[config.mk]
export PLATFORM = sky130hd
export DESIGN_NAME = cache_fill_fsm
export DESIGN_NICKNAME = d
export VERILOG_FILES = /design/src/rtl/cpu_cache_pkg.sv /design/src/rtl/cache_fill_cnt.sv /design/src/rtl/cache_fill_fsm.sv
export SDC_FILE = /design/constraint.sdc
export NUM_CORES = 1
export LEC_CHECK = 0
export BUFFER_PORTS_ARGS = -buffer_cell sky130_fd_sc_hd__buf_2
export CORE_MARGIN = 2
export CORE_UTILIZATION = 49
export CTS_CLUSTER_DIAMETER = 30
export CTS_CLUSTER_SIZE = 8
export DETAILED_ROUTE_END_ITERATION = 7
export PLACE_DENSITY = 0.83
export SETUP_SLACK_MARGIN = 0.02
export SLEW_MARGIN = 20
export SYNTH_ARGS = -nofsm -noshare
export SYNTH_HDL_FRONTEND = slang
export SYNTH_SLANG_ARGS = --single-unit
[constraint.sdc]
create_clock -name clk -period 3.2 [get_ports clk]
set_input_delay 0.64 -clock clk [delete_from_list [all_inputs] [get_ports clk]]
set_output_delay 0.64 -clock clk [all_outputs]
set_load 0.005 [all_outputs]
[src/rtl/cpu_cache_pkg.sv]
// Shared types and geometry for the cache miss-fill path.
package cpu_cache_pkg;

    // Byte offset bits within a 16-byte block.
    localparam int BLOCK_OFFSET_W  = 4;
    // Word index bits within a block (eight 16-bit words).
    localparam int WORD_IDX_W      = 3;
    localparam int WORDS_PER_BLOCK = 8;

    typedef enum logic {
        IDLE = 1'b0,
        FILL = 1'b1
    } fill_state_t;

endpackage

[src/rtl/cache_fill_cnt.sv]
// Small up-counter with enable and synchronous clear; optionally
// saturates at MAX_VAL instead of wrapping.
module cache_fill_cnt #(
    parameter int               WIDTH    = 3,
    parameter logic [WIDTH-1:0] MAX_VAL  = '1,
    parameter bit               SATURATE = 1'b0
) (
    input  logic             clk,
    input  logic             rst_n,
    input  logic             clr_i,
    input  logic             en_i,
    output logic [WIDTH-1:0] cnt_o
);

    logic [WIDTH-1:0] cnt_q;
    logic [WIDTH-1:0] cnt_d;

    // Clear has priority over counting; a saturating counter parks at MAX_VAL.
    always_comb begin
        cnt_d = cnt_q;
        if (clr_i) begin
            cnt_d = '0;
        end else if (en_i && !(SATURATE && (cnt_q == MAX_VAL))) begin
            cnt_d = cnt_q + 1'b1;
        end
    end

    // Count register with synchronous active-low reset.
    always_ff @(posedge clk) begin
        if (!rst_n) begin
            cnt_q <= '0;
        end else begin
            cnt_q <= cnt_d;
        end
    end

    assign cnt_o = cnt_q;

endmodule

[src/rtl/cache_fill_fsm.sv]
// Miss-fill controller: on a cache miss it issues one read per word of the
// block, counts the returning words into the data array and writes the tag
// with the last word. Completion depends only on counting valid returns.
module cache_fill_fsm #(
    parameter int WORDS_PER_BLOCK = 8,
    parameter int ADDR_W          = 16
) (
    input  logic              clk,
    input  logic              rst_n,
    input  logic              miss_detected,
    input  logic [ADDR_W-1:0] miss_address,
    input  logic              memory_data_valid,
    output logic              fsm_busy,
    output logic              mem_req,
    output logic [ADDR_W-1:0] memory_address,
    output logic              write_data_array,
    output logic [2:0]        fill_word_offset,
    output logic              write_tag_array
);

    import cpu_cache_pkg::*;

    localparam int               BASE_W      = ADDR_W - BLOCK_OFFSET_W;
    localparam logic [3:0]       ISSUE_LIMIT = 4'(WORDS_PER_BLOCK);
    localparam logic [2:0]       LAST_WORD   = 3'(WORDS_PER_BLOCK - 1);

    fill_state_t       state_q;
    fill_state_t       state_d;
    logic [BASE_W-1:0] block_base_q;
    logic [BASE_W-1:0] block_base_d;

    logic       captureMiss;
    logic       issueEn;
    logic       recvEn;
    logic       lastWord;
    logic [3:0] issueCnt;
    logic [2:0] recvCnt;
    logic       unusedOffsetBits;

    // The byte offset of the missing access never matters: the whole block is fetched.
    assign unusedOffsetBits = ^miss_address[BLOCK_OFFSET_W-1:0];

    assign captureMiss = (state_q == IDLE) && miss_detected;
    assign issueEn     = (state_q == FILL) && (issueCnt < ISSUE_LIMIT);
    assign recvEn      = (state_q == FILL) && memory_data_valid;
    assign lastWord    = recvEn && (recvCnt == LAST_WORD);

    // Request counter: one step per issued read, parks at the block size.
    cache_fill_cnt #(
        .WIDTH    (4),
        .MAX_VAL  (ISSUE_LIMIT),
        .SATURATE (1'b1)
    ) u_issue_cnt (
        .clk   (clk),
        .rst_n (rst_n),
        .clr_i (captureMiss),
        .en_i  (issueEn),
        .cnt_o (issueCnt)
    );

    // Return counter: wraps back to zero after the last word of the block.
    cache_fill_cnt #(
        .WIDTH    (3),
        .MAX_VAL  (3'd7),
        .SATURATE (1'b0)
    ) u_recv_cnt (
        .clk   (clk),
        .rst_n (rst_n),
        .clr_i (captureMiss),
        .en_i  (recvEn),
        .cnt_o (recvCnt)
    );

    // Next state and block capture; misses seen during a fill are ignored.
    always_comb begin
        state_d      = state_q;
        block_base_d = block_base_q;
        case (state_q)
            IDLE: begin
                if (miss_detected) begin
                    state_d      = FILL;
                    block_base_d = miss_address[ADDR_W-1:BLOCK_OFFSET_W];
                end
            end
            FILL: begin
                if (lastWord) begin
                    state_d = IDLE;
                end
            end
            default: state_d = IDLE;
        endcase
    end

    // Outputs depend only on registered state/counters and the return strobe.
    always_comb begin
        fsm_busy         = (state_q == FILL);
        mem_req          = issueEn;
        memory_address   = '0;
        write_data_array = recvEn;
        fill_word_offset = recvCnt;
        write_tag_array  = lastWord;
        if (issueEn) begin
            memory_address = {block_base_q, issueCnt[WORD_IDX_W-1:0], 1'b0};
        end
    end

    // State and block-base registers with synchronous active-low reset.
    always_ff @(posedge clk) begin
        if (!rst_n) begin
            state_q      <= IDLE;
            block_base_q <= '0;
        end else begin
            state_q      <= state_d;
            block_base_q <= block_base_d;
        end
    end

endmodule

==> impl_metrics.sql, run 1 <==
INSERT INTO impl_metrics (metric_group, metric, value, unit) VALUES
('run_status', 'outcome', 'finished clean', ''),
('setup_path', 'worstPathBufferInverterCount', '1', ''),
('placement', 'dpl_worst_slack', '1.31', 'ns'),
('synth', 'primary_ff_master_synth', 'dfxtp_1', ''),
('synth', 'yosys_warnings', '0', ''),
('clock_tree', 'numCtsBuffers', '3', ''),
('floorplan', 'coreArea', '1900', 'um^2'),
('setup_path', 'crit_chain', 'nor2b_4 -> and2_4 -> buf_2', ''),
('timing', 'timing.final.ws_setup', '0.970', 'ns'),
('timing', 'layout_min_cycle_time', '2.23', 'ns'),
('power', 'peakVddDrop', '0.242', 'mV'),
('clock_tree', 'cts_tree', 'built', ''),
('global_route', 'global_route_congestion_overflow_total', '0', ''),
('setup_path', 'cpMaxStageDelayCell', 'dfxtp_1', ''),
('clock_tree', 'cts_hold_buffers', '0', ''),
('synth', 'mappedNetlistArea', '961', 'um^2'),
('clock_tree', 'clock_sink_count', '20', ''),
('synth', 'synth_top_area_cell', 'dfxtp_1', ''),
('setup_path', 'path_max_fanout', '18', ''),
('global_route', 'grt_usage', '16.9', '%'),
('floorplan', 'die-area', '2330', 'um^2'),
('global_route', 'largest_net_degree_at_the_start_of_global_routing', '19', ''),
('detailed_routing', 'detailedRoute.firstIterationViolations', '16', ''),
('detailed_routing', 'first_pass_iters', '4', ''),
('timing', 'finalHoldViolations', '0', ''),
('setup_path', 'cp-start-kind', 'flop', ''),
('setup_path', 'critical_path_max_stage_delay', '0.55', 'ns'),
('finish', 'final_util', '60.6', '%'),
('global_route', 'grt_pass1_vias', '591', ''),
('clock_tree', 'max-clock-path-buffers', '2', ''),
('synth', 'synthTopCellsByArea', 'dfxtp_1 42%, nand2_1 11%, and2_1 8.5%', ''),
('placement', 'place_hpwl', '1390', 'um'),
('synth', 'syn-instance-count', '111', ''),
('clock_tree', 'clkTransAtPathRegs', '0.11', 'ns'),
('floorplan', 'die_w', '48.3', 'um'),
('setup_path', 'timing.critical_path.required', '2.56', 'ns'),
('placement', 'buffer_ports.inserted', '37', ''),
('synth', 'fraction_of_the_yosys_area_taken_by_sequential_cells', '41.7', '%'),
('synth', 'yosysTopAreaCellShare', '41.7', '%'),
('synth', 'yosysMostFrequentCell', 'nand2_1', ''),
('clock_tree', 'clkLatencyLatePin', '0.30', 'ns'),
('timing', 'timing.final.crit_share', '69.7', '%'),
('synth', 'postSynthAreaPerCell', '8.66', 'um^2'),
('placement', 'post_dp_cell_area', '1120', 'um^2'),
('setup_path', 'critPathArrivalTime', '1.59', 'ns'),
('timing', 'timing.final.setup_violations', '0', ''),
('detailed_routing', 'residual_antenna_violating_net_count_after_detailed_routing', '0', ''),
('power', 'power.total', '472', 'uW'),
('finish', 'area.growth.synth_to_final', '19.9', '%'),
('global_route', 'grt_antenna_before_repair', '0', ''),
('power', 'leakage', '0.576', 'nW'),
('finish', 'n_antenna_cell', '0', ''),
('global_route', 'grt_first_pass_wirelength', '2670', 'um'),
('job', 'timing.max_cap.violations', '0', ''),
('synth', 'netlist-cell-type-count', '25', ''),
('synth', 'synth_async_sr_flop_share', '0', '%'),
('synth', 'synth_nets', '135', ''),
('timing', 'worst_clock_skew', '0.00338', 'ns'),
('floorplan', 'die_h', '48.3', 'um'),
('finish', 'layout.cells.non_filler', '172', ''),
('finish', 'drive_above_1_share', '31.7', '%'),
('detailed_routing', 'wire_per_inst', '11.1', 'um'),
('finish', 'finalInstanceArea', '1150', 'um^2'),
('timing', 'timing.hold.ws', '0.455', 'ns'),
('floorplan', 'row_count', '16', ''),
('clock_tree', 'clockRootBuffer', 'clkbuf_4', ''),
('detailed_routing', 'drc_errors', '0', ''),
('floorplan', 'io_pins', '43', ''),
('detailed_routing', 'post_drt_via_cell_ratio', '4.82', ''),
('synth', 'synthTopCellsByCount', '28 x nand2_1, 20 x dfxtp_1, 13 x and2_1', ''),
('floorplan', 'initial_core_util', '50.5', '%');
## final cells by class
| cell class | instances | area (um^2) |
|---|---|---|
| well taps | 27 | 33.8 |
| clock buffers | 4 | 36.3 |
| repair buffers | 37 | 185 |
| inverters | 3 | 11.3 |
| fillers | 179 | 749 |
| flip-flops and latches | 20 | 400 |
| multi-input cells | 81 | 485 |
## per-layer routing
layer  global-route usage (%)  routed length, um  vias up
met2                     25.0                956       28
met1                     22.4                849      378
met3                     4.81                 72        5
met4                     8.11                 34        0
li1                         -                  -      418
met5                        0                  0        -
## cell families after synthesis
kind of cell / after synthesis / synth area share [%]
mux: 1 / 1.04
fa+ha+maj: 4 / 5.21
compound gates: 16 / 11.8
other cells: 1 / 0.390
xor+xnor: 3 / 2.73
buf+inv: 10 / 7.81
simple gates: 56 / 29.3
flops: 20 / 41.7
## path summary, 6_finish.rpt
check                       start                  end  slack (ns)  depth (start not counted)
setup / recovery         fsm_busy    memory_address[5]        0.97                          3
setup reg to reg         fsm_busy  u_recv_cnt.cnt_o[1]        1.81                          3
hold / removal    block_base_q[6]      block_base_q[6]        0.45                          2
hold reg to reg   block_base_q[6]      block_base_q[6]        0.45                          2
## worst reg2reg max path, cell delays in order, from the launching register on
cell and delay [ns]:
dfxtp_1 0.55, nand2b_2 0.36, nand2_1 0.24, a21oi_1 0.18
## cells in the final DEF (no fill, tap or decap), types with 3 or more instances in the layout
master	instances
a21boi_1	10
and2_1	13
buf_2	37
clkbuf_4	3
dfxtp_1	20
ha_1	4
inv_1	3
nand2_1	28
nor2_1	6
## registers in the layout (all words and copies together), names as in the netlist
name / count
block_base_q: 12
u_issue_cnt.cnt_o: 4
u_recv_cnt.cnt_o: 3
fsm_busy: 1
## report_power, final
group          switching [mW]  internal (mW)  total (mW)
Combinational          0.0308         0.0274      0.0582
Sequential            0.00846          0.260       0.269
Clock                  0.0762         0.0694       0.146
Power figures use the tool's default switching activity.
==> run 2, diff against run 1 <==
--- a/config.mk
+++ b/config.mk
@@ -7,11 +7,11 @@
 export LEC_CHECK = 0
 export BUFFER_PORTS_ARGS = -buffer_cell sky130_fd_sc_hd__buf_2
 export CORE_MARGIN = 2
-export CORE_UTILIZATION = 49
+export CORE_UTILIZATION = 41
 export CTS_CLUSTER_DIAMETER = 30
 export CTS_CLUSTER_SIZE = 8
 export DETAILED_ROUTE_END_ITERATION = 7
-export PLACE_DENSITY = 0.83
+export PLACE_DENSITY = 0.74
 export SETUP_SLACK_MARGIN = 0.02
 export SLEW_MARGIN = 20
 export SYNTH_ARGS = -nofsm -noshare
==> constraint.sdc (replaced) <==
create_clock -name clk -period 1.9 [get_ports clk]
set_input_delay 0.38 -clock clk [delete_from_list [all_inputs] [get_ports clk]]
set_output_delay 0.38 -clock clk [all_outputs]
set_load 0.005 [all_outputs]
==> run 2 against run 1 <==
First-iteration DRC count fell by 63%. Utilization decreased by 8.7 points. Largest power group unchanged. Global-route usage is 2.3 points lower. Via count decreased by 3.0%.
==> impl_metrics.sql, run 2 (synthesized netlist as in run 1, its figures left out) <==
INSERT INTO impl_metrics (metric_group, metric, value, unit) VALUES
('finish', 'finalInstanceArea', '1150', 'um^2'),
('clock_tree', 'cts_tree', 'built', ''),
('power', 'leakage', '0.574', 'nW'),
('finish', 'leading_cell_type_in_the_layout_fill_and_taps_excluded', 'buf_2', ''),
('timing', 'timing.final.setup_violations', '0', ''),
('clock_tree', 'cts_repair_resize_count', '0', ''),
('finish', 'n_antenna_cell', '0', ''),
('detailed_routing', 'first_pass_iters', '3', ''),
('timing', 'timing_max_transition_violations_final', '0', ''),
('power', 'seq_power_share', '60.9', '%'),
('job', 'timing.max_cap.violations', '0', ''),
('detailed_routing', 'detailedRoute.firstIterationViolations', '6', ''),
('detailed_routing', 'residual_antenna_violating_net_count_after_detailed_routing', '0', ''),
('detailed_routing', 'post_drt_via_cell_ratio', '4.65', ''),
('setup_path', 'r2r_start', 'fsm_busy', ''),
('global_route', 'largest_net_degree_at_the_start_of_global_routing', '19', ''),
('finish', 'layout.nets', '171', ''),
('setup_path', 'critPathArrivalTime', '1.29', 'ns'),
('setup_path', 'worstSetupPathDepth', '3', ''),
('setup_path', 'worst-r2r-cell-count', '4', ''),
('finish', 'largest_reg_flops', '12', ''),
('timing', 'setup_repair_after_global_routing_missed_its_margin', 'false', ''),
('placement', 'post_dp_cell_area', '1120', 'um^2'),
('clock_tree', 'clock_sink_count', '20', ''),
('setup_path', 'critPathKind', 'reg -> out', ''),
('timing', 'finalHoldViolations', '0', ''),
('finish', 'drive_above_1_share', '31.7', '%'),
('placement', 'dpl_worst_slack', '0.536', 'ns'),
('clock_tree', 'numCtsBuffers', '3', ''),
('detailed_routing', 'routed_wl', '1810', 'um'),
('floorplan', 'initial_core_util', '43.4', '%'),
('timing', 'layout_min_cycle_time', '1.67', 'ns'),
('global_route', 'grt_pass1_vias', '710', ''),
('global_route', 'grt_usage', '14.5', '%'),
('floorplan', 'die-area', '2750', 'um^2'),
('placement', 'place_congestion', '0.683', ''),
('hold_path', 'min_from', 'miss_address[12]', ''),
('setup_path', 'cpMaxStageDelayCell', 'nor2b_4', ''),
('floorplan', 'die_w', '52.4', 'um'),
('setup_path', 'cp-start-kind', 'flop', ''),
('power', 'internal_power', '560', 'uW'),
('clock_tree', 'clkTransAtPathRegs', '0.10', 'ns'),
('power', 'switching_power_total', '177', 'uW'),
('timing', 'worst_clock_skew', '0.000854', 'ns'),
('floorplan', 'row_count', '17', ''),
('hold_path', 'hold_path_class', 'in -> reg', ''),
('placement', 'place_hpwl', '1350', 'um'),
('global_route', 'global_route_congestion_overflow_total', '0', ''),
('clock_tree', 'cts_htree_levels', '1', ''),
('timing', 'upper_clock_frequency_limit', '0.599', 'GHz'),
('clock_tree', 'cts.repair_timing.setup_buffer_count', '0', ''),
('timing', 'timing.final.crit_share', '87.9', '%'),
('setup_path', 'crit_chain', 'nor2b_4 -> and2_1 -> buf_2', ''),
('setup_path', 'critical_path_max_stage_delay', '0.36', 'ns'),
('power', 'power_frac_comb', '13.9', '%'),
('setup_path', 'timing.critical_path.required', '1.52', 'ns'),
('placement', 'buffer_ports.inserted', '37', ''),
('finish', 'area.growth.synth_to_final', '19.4', '%'),
('finish', 'largest-register', 'block_base_q', ''),
('floorplan', 'die_h', '52.4', 'um'),
('power', 'share_clk_of_total_power', '25.2', '%'),
('floorplan', 'io_pins', '43', ''),
('power', 'power_switching_share', '24.1', '%'),
('setup_path', 'path_delay_family', 'simple AND/OR/NAND/NOR gates', ''),
('power', 'power_density', '642', 'nW/um^2'),
('clock_tree', 'cts_hold_buffers', '0', ''),
('global_route', 'grt_first_pass_wirelength', '2940', 'um'),
('setup_path', 'worstPathBufferInverterCount', '1', ''),
('clock_tree', 'max-clock-path-buffers', '2', ''),
('setup_path', 'critPathLaunch', 'fsm_busy', ''),
('power', 'power.total', '737', 'uW'),
('setup_path', 'path_max_fanout', '18', ''),
('timing', 'timing.setup.tns', '0', 'ns'),
('timing', 'timing.final.ws_setup', '0.230', 'ns'),
('clock_tree', 'clkLatencyLatePin', '0.28', 'ns'),
('floorplan', 'coreArea', '2210', 'um^2'),
('clock_tree', 'clockRootBuffer', 'clkbuf_4', ''),
('finish', 'final_cell_mix', '37 x buf_2, 28 x nand2_1, 20 x dfxtp_1, 13 x and2_1, 10 x a21boi_1', ''),
('hold_path', 'holdPathStages', '3', ''),
('run_status', 'outcome', 'finished clean', ''),
('finish', 'fillerInstances', '232', ''),
('setup_path', 'endpoint_kind', 'primary output', ''),
('detailed_routing', 'via_count', '804', ''),
('detailed_routing', 'drc_errors', '0', ''),
('global_route', 'grt_antenna_before_repair', '0', ''),
('power', 'peakVddDrop', '0.360', 'mV'),
('detailed_routing', 'wire_per_inst', '10.5', 'um');
[run 2: cell types whose count changed in the layout (fill, tap and decap cells not counted), sizes merged]
cell	previous run	this run
buf	37	38
clkbuf	4	3
[run 2: path summary, 6_finish.rpt]
kind                                            end  slack [ns]
worst max-delay path              memory_address[6]        0.23
worst min-delay path                block_base_q[8]        0.32
worst min register to register      block_base_q[7]        0.45
worst max register to register  u_recv_cnt.cnt_o[2]        0.65
[run 2: routing by layer]
metal  vias up  routed length [um]  share of wire (%)  global-route usage, %
met5         -                   0                  0                      0
met4         0                  17               0.94                   7.69
met3         2                  93                5.1                   3.14
met2        18                 932                 51                   26.3
met1       367                 766                 42                   15.6
li1        417                   -                  -                      -
[run 2: area by class of cell]
class | instances | area (um^2) | area share (%)
Multi-Input combinational cell | 81 | 485 | 42.3
Sequential cell | 20 | 400 | 34.9
Timing Repair Buffer | 38 | 193 | 16.8
Inverter | 3 | 11.3 | 0.981
Clock buffer | 3 | 22.5 | 1.96
Tap cell | 28 | 35.0 | 3.05
[run 2: power by group through the flow]
stage               combinational (mW)  sequential (mW)  clock (mW)
floorplan                       0.0757            0.457           0
global placement                0.0999            0.457           0
CTS                              0.104            0.449       0.195
detailed placement               0.104            0.459           0
global route                     0.118            0.451       0.208
finish                           0.103            0.449       0.186
[run 2: worst reg2reg max path: stages, from the launching register on]
cell,delay (ns)
dfxtp_1,0.34
buf_4,0.16
nand2b_2,0.29
nand2_1,0.23
a21oi_1,0.17
[run 2: metrics by stage]
stage	utilization (%)	hold slack, ns	std cells
after floorplan	-	0.430	111
after global placement	50.8	0.437	170
after detailed placement	50.8	0.440	170
after CTS	51.9	0.311	173
after global routing	51.9	0.317	173
final	51.9	0.318	173
==> run 3, diff against run 2 <==
--- a/config.mk
+++ b/config.mk
@@ -7,13 +7,15 @@
 export LEC_CHECK = 0
 export BUFFER_PORTS_ARGS = -buffer_cell sky130_fd_sc_hd__buf_2
 export CORE_MARGIN = 2
-export CORE_UTILIZATION = 41
+export CORE_UTILIZATION = 43
+export CTS_BUF_LIST = sky130_fd_sc_hd__clkbuf_8
 export CTS_CLUSTER_DIAMETER = 30
 export CTS_CLUSTER_SIZE = 8
 export DETAILED_ROUTE_END_ITERATION = 7
-export PLACE_DENSITY = 0.74
+export PLACE_DENSITY = 0.77
 export SETUP_SLACK_MARGIN = 0.02
 export SLEW_MARGIN = 20
 export SYNTH_ARGS = -nofsm -noshare
 export SYNTH_HDL_FRONTEND = slang
 export SYNTH_SLANG_ARGS = --single-unit
+export TNS_END_PERCENT = 30
==> run 3 against run 2 <==
Hold slack improved by 0.044 ns. Total power increased by 10%. Critical path type unchanged. Largest cell class unchanged. Utilization grew 1.9 points. Clock-buffer cell count stayed put. Critical endpoint is now memory_address[11].
==> impl_metrics.sql, run 3 (synthesized netlist as in run 1, its figures left out) <==
INSERT INTO impl_metrics (metric_group, metric, value, unit) VALUES
('detailed_routing', 'via_count', '811', ''),
('global_route', 'grt_usage', '15.2', '%'),
('power', 'internal_power', '627', 'uW'),
('setup_path', 'timing.critical_path.required', '1.52', 'ns'),
('power', 'leakage', '0.582', 'nW'),
('finish', 'largest-register', 'block_base_q', ''),
('power', 'peakVddDrop', '0.497', 'mV'),
('floorplan', 'coreArea', '2170', 'um^2'),
('clock_tree', 'clockRootBuffer', 'clkbuf_8', ''),
('clock_tree', 'cts_tree', 'built', ''),
('detailed_routing', 'routed_wl', '1800', 'um'),
('clock_tree', 'numCtsBuffers', '3', ''),
('clock_tree', 'clkTransAtPathRegs', '0.07', 'ns'),
('detailed_routing', 'residual_antenna_violating_net_count_after_detailed_routing', '0', ''),
('timing', 'layout_min_cycle_time', '1.62', 'ns'),
('timing', 'worst_clock_skew', '0.00112', 'ns'),
('detailed_routing', 'post_drt_via_cell_ratio', '4.69', ''),
('timing', 'upper_clock_frequency_limit', '0.616', 'GHz'),
('finish', 'layout.nets', '171', ''),
('finish', 'fillerInstances', '226', ''),
('clock_tree', 'max-clock-path-buffers', '2', ''),
('clock_tree', 'cts_repair_resize_count', '0', ''),
('clock_tree', 'clock_sink_count', '20', ''),
('clock_tree', 'clkLatencyLatePin', '0.25', 'ns'),
('clock_tree', 'cts_hold_buffers', '0', ''),
('finish', 'drive_above_1_share', '31.7', '%'),
('timing', 'timing.setup.tns', '0', 'ns'),
('global_route', 'grt_antenna_before_repair', '0', ''),
('finish', 'largest_reg_flops', '12', ''),
('global_route', 'grt_pass1_vias', '690', ''),
('detailed_routing', 'detailedRoute.firstIterationViolations', '9', ''),
('floorplan', 'io_pins', '43', ''),
('power', 'power_frac_comb', '12.5', '%'),
('floorplan', 'die_w', '51.3', 'um'),
('setup_path', 'path_max_fanout', '18', ''),
('clock_tree', 'cts.repair_timing.setup_buffer_count', '0', ''),
('floorplan', 'die_h', '51.3', 'um'),
('floorplan', 'die-area', '2630', 'um^2'),
('run_status', 'outcome', 'finished clean', ''),
('power', 'switching_power_total', '186', 'uW'),
('floorplan', 'initial_core_util', '44.3', '%'),
('detailed_routing', 'wire_per_inst', '10.4', 'um'),
('setup_path', 'critPathKind', 'reg -> out', ''),
('finish', 'seqCellArea', '400', 'um^2'),
('global_route', 'largest_net_degree_at_the_start_of_global_routing', '19', ''),
('hold_path', 'hold_path_class', 'in -> reg', ''),
('floorplan', 'row_count', '17', ''),
('timing', 'setup_repair_after_global_routing_missed_its_margin', 'false', ''),
('clock_tree', 'cts_htree_levels', '1', ''),
('global_route', 'grt_first_pass_wirelength', '2980', 'um'),
('finish', 'leading_cell_type_in_the_layout_fill_and_taps_excluded', 'buf_2', ''),
('finish', 'area.growth.synth_to_final', '21.4', '%'),
('power', 'power_density', '697', 'nW/um^2'),
('timing', 'finalHoldViolations', '0', ''),
('power', 'seq_power_share', '55.2', '%'),
('placement', 'place_hpwl', '1380', 'um'),
('timing', 'timing.final.setup_violations', '0', ''),
('placement', 'place_congestion', '0.813', ''),
('setup_path', 'cp-start-kind', 'flop', ''),
('finish', 'final_cell_mix', '37 x buf_2, 28 x nand2_1, 20 x dfxtp_1, 13 x and2_1, 10 x a21boi_1', ''),
('finish', 'final_util', '53.7', '%'),
('timing', 'timing_max_transition_violations_final', '0', ''),
('setup_path', 'worst-r2r-setup-slack', '0.66', 'ns'),
('setup_path', 'critPathArrivalTime', '1.24', 'ns'),
('global_route', 'global_route_congestion_overflow_total', '0', ''),
('detailed_routing', 'first_pass_iters', '5', ''),
('finish', 'area_of_the_multi_input_gates', '485', 'um^2'),
('placement', 'buffer_ports.inserted', '37', ''),
('job', 'timing.max_cap.violations', '0', ''),
('power', 'share_clk_of_total_power', '32.2', '%'),
('power', 'power_switching_share', '22.8', '%'),
('finish', 'n_antenna_cell', '0', ''),
('detailed_routing', 'drc_errors', '0', ''),
('timing', 'timing.final.crit_share', '85.5', '%'),
('setup_path', 'endpoint_kind', 'primary output', '');
## run 3: final timing paths
kind,to,cells past startpoint,startpoint
worst max register to register,u_issue_cnt.cnt_o[1],4,fsm_busy
worst min register to register,block_base_q[11],2,block_base_q[11]
worst min-delay path,block_base_q[8],3,miss_address[12]
worst max-delay path,memory_address[11],3,fsm_busy
## run 3: critical path, stage by stage (launching register included)
cell	delay, ns
dfxtp_1	0.34
nor2b_4	0.35
and2_1	0.20
buf_2	0.11
## run 3: area by class of cell
cell class,instances,share of cell area [%]
well taps,28,3.00
repair buffers,38,16.5
multi-input cells,81,41.6
clock buffers,3,3.54
inverters,3,0.966
flip-flops and latches,20,34.3
## run 3: metrics by stage
| step | power [mW] | hold WS, ns | worst slack [ns] | cell area [um^2] | instances |
|---|---|---|---|---|---|
| floorplan | 0.532 | 0.430 | 0.562 | 961 | 111 |
| CTS | 0.824 | 0.356 | 0.242 | 1170 | 173 |
| finish | 0.813 | 0.362 | 0.276 | 1170 | 173 |
| global route | 0.849 | 0.369 | 0.191 | 1170 | 173 |
| detailed placement | 0.562 | 0.441 | 0.519 | 1120 | 170 |
| global placement | 0.557 | 0.436 | 0.562 | 1120 | 170 |
## run 3: routing by layer
metal / vias to the layer above / wire length, um / share of wire, % / GRT usage [%]
met2: 17 / 922 / 51 / 26.4
li1: 418 / - / - / -
met4: 0 / 25 / 1.4 / 7.89
met1: 374 / 785 / 44 / 18.2
met3: 2 / 66 / 3.7 / 2.05
met5: - / 0 / 0 / 0
## run 3: power groups by stage
stage | Combinational [mW] | Sequential [mW] | Clock (mW)
after global routing | 0.116 | 0.451 | 0.282
after CTS | 0.103 | 0.449 | 0.271
after global placement | 0.0998 | 0.457 | 0
after floorplan | 0.0757 | 0.457 | 0
after detailed placement | 0.103 | 0.459 | 0
final | 0.102 | 0.449 | 0.262
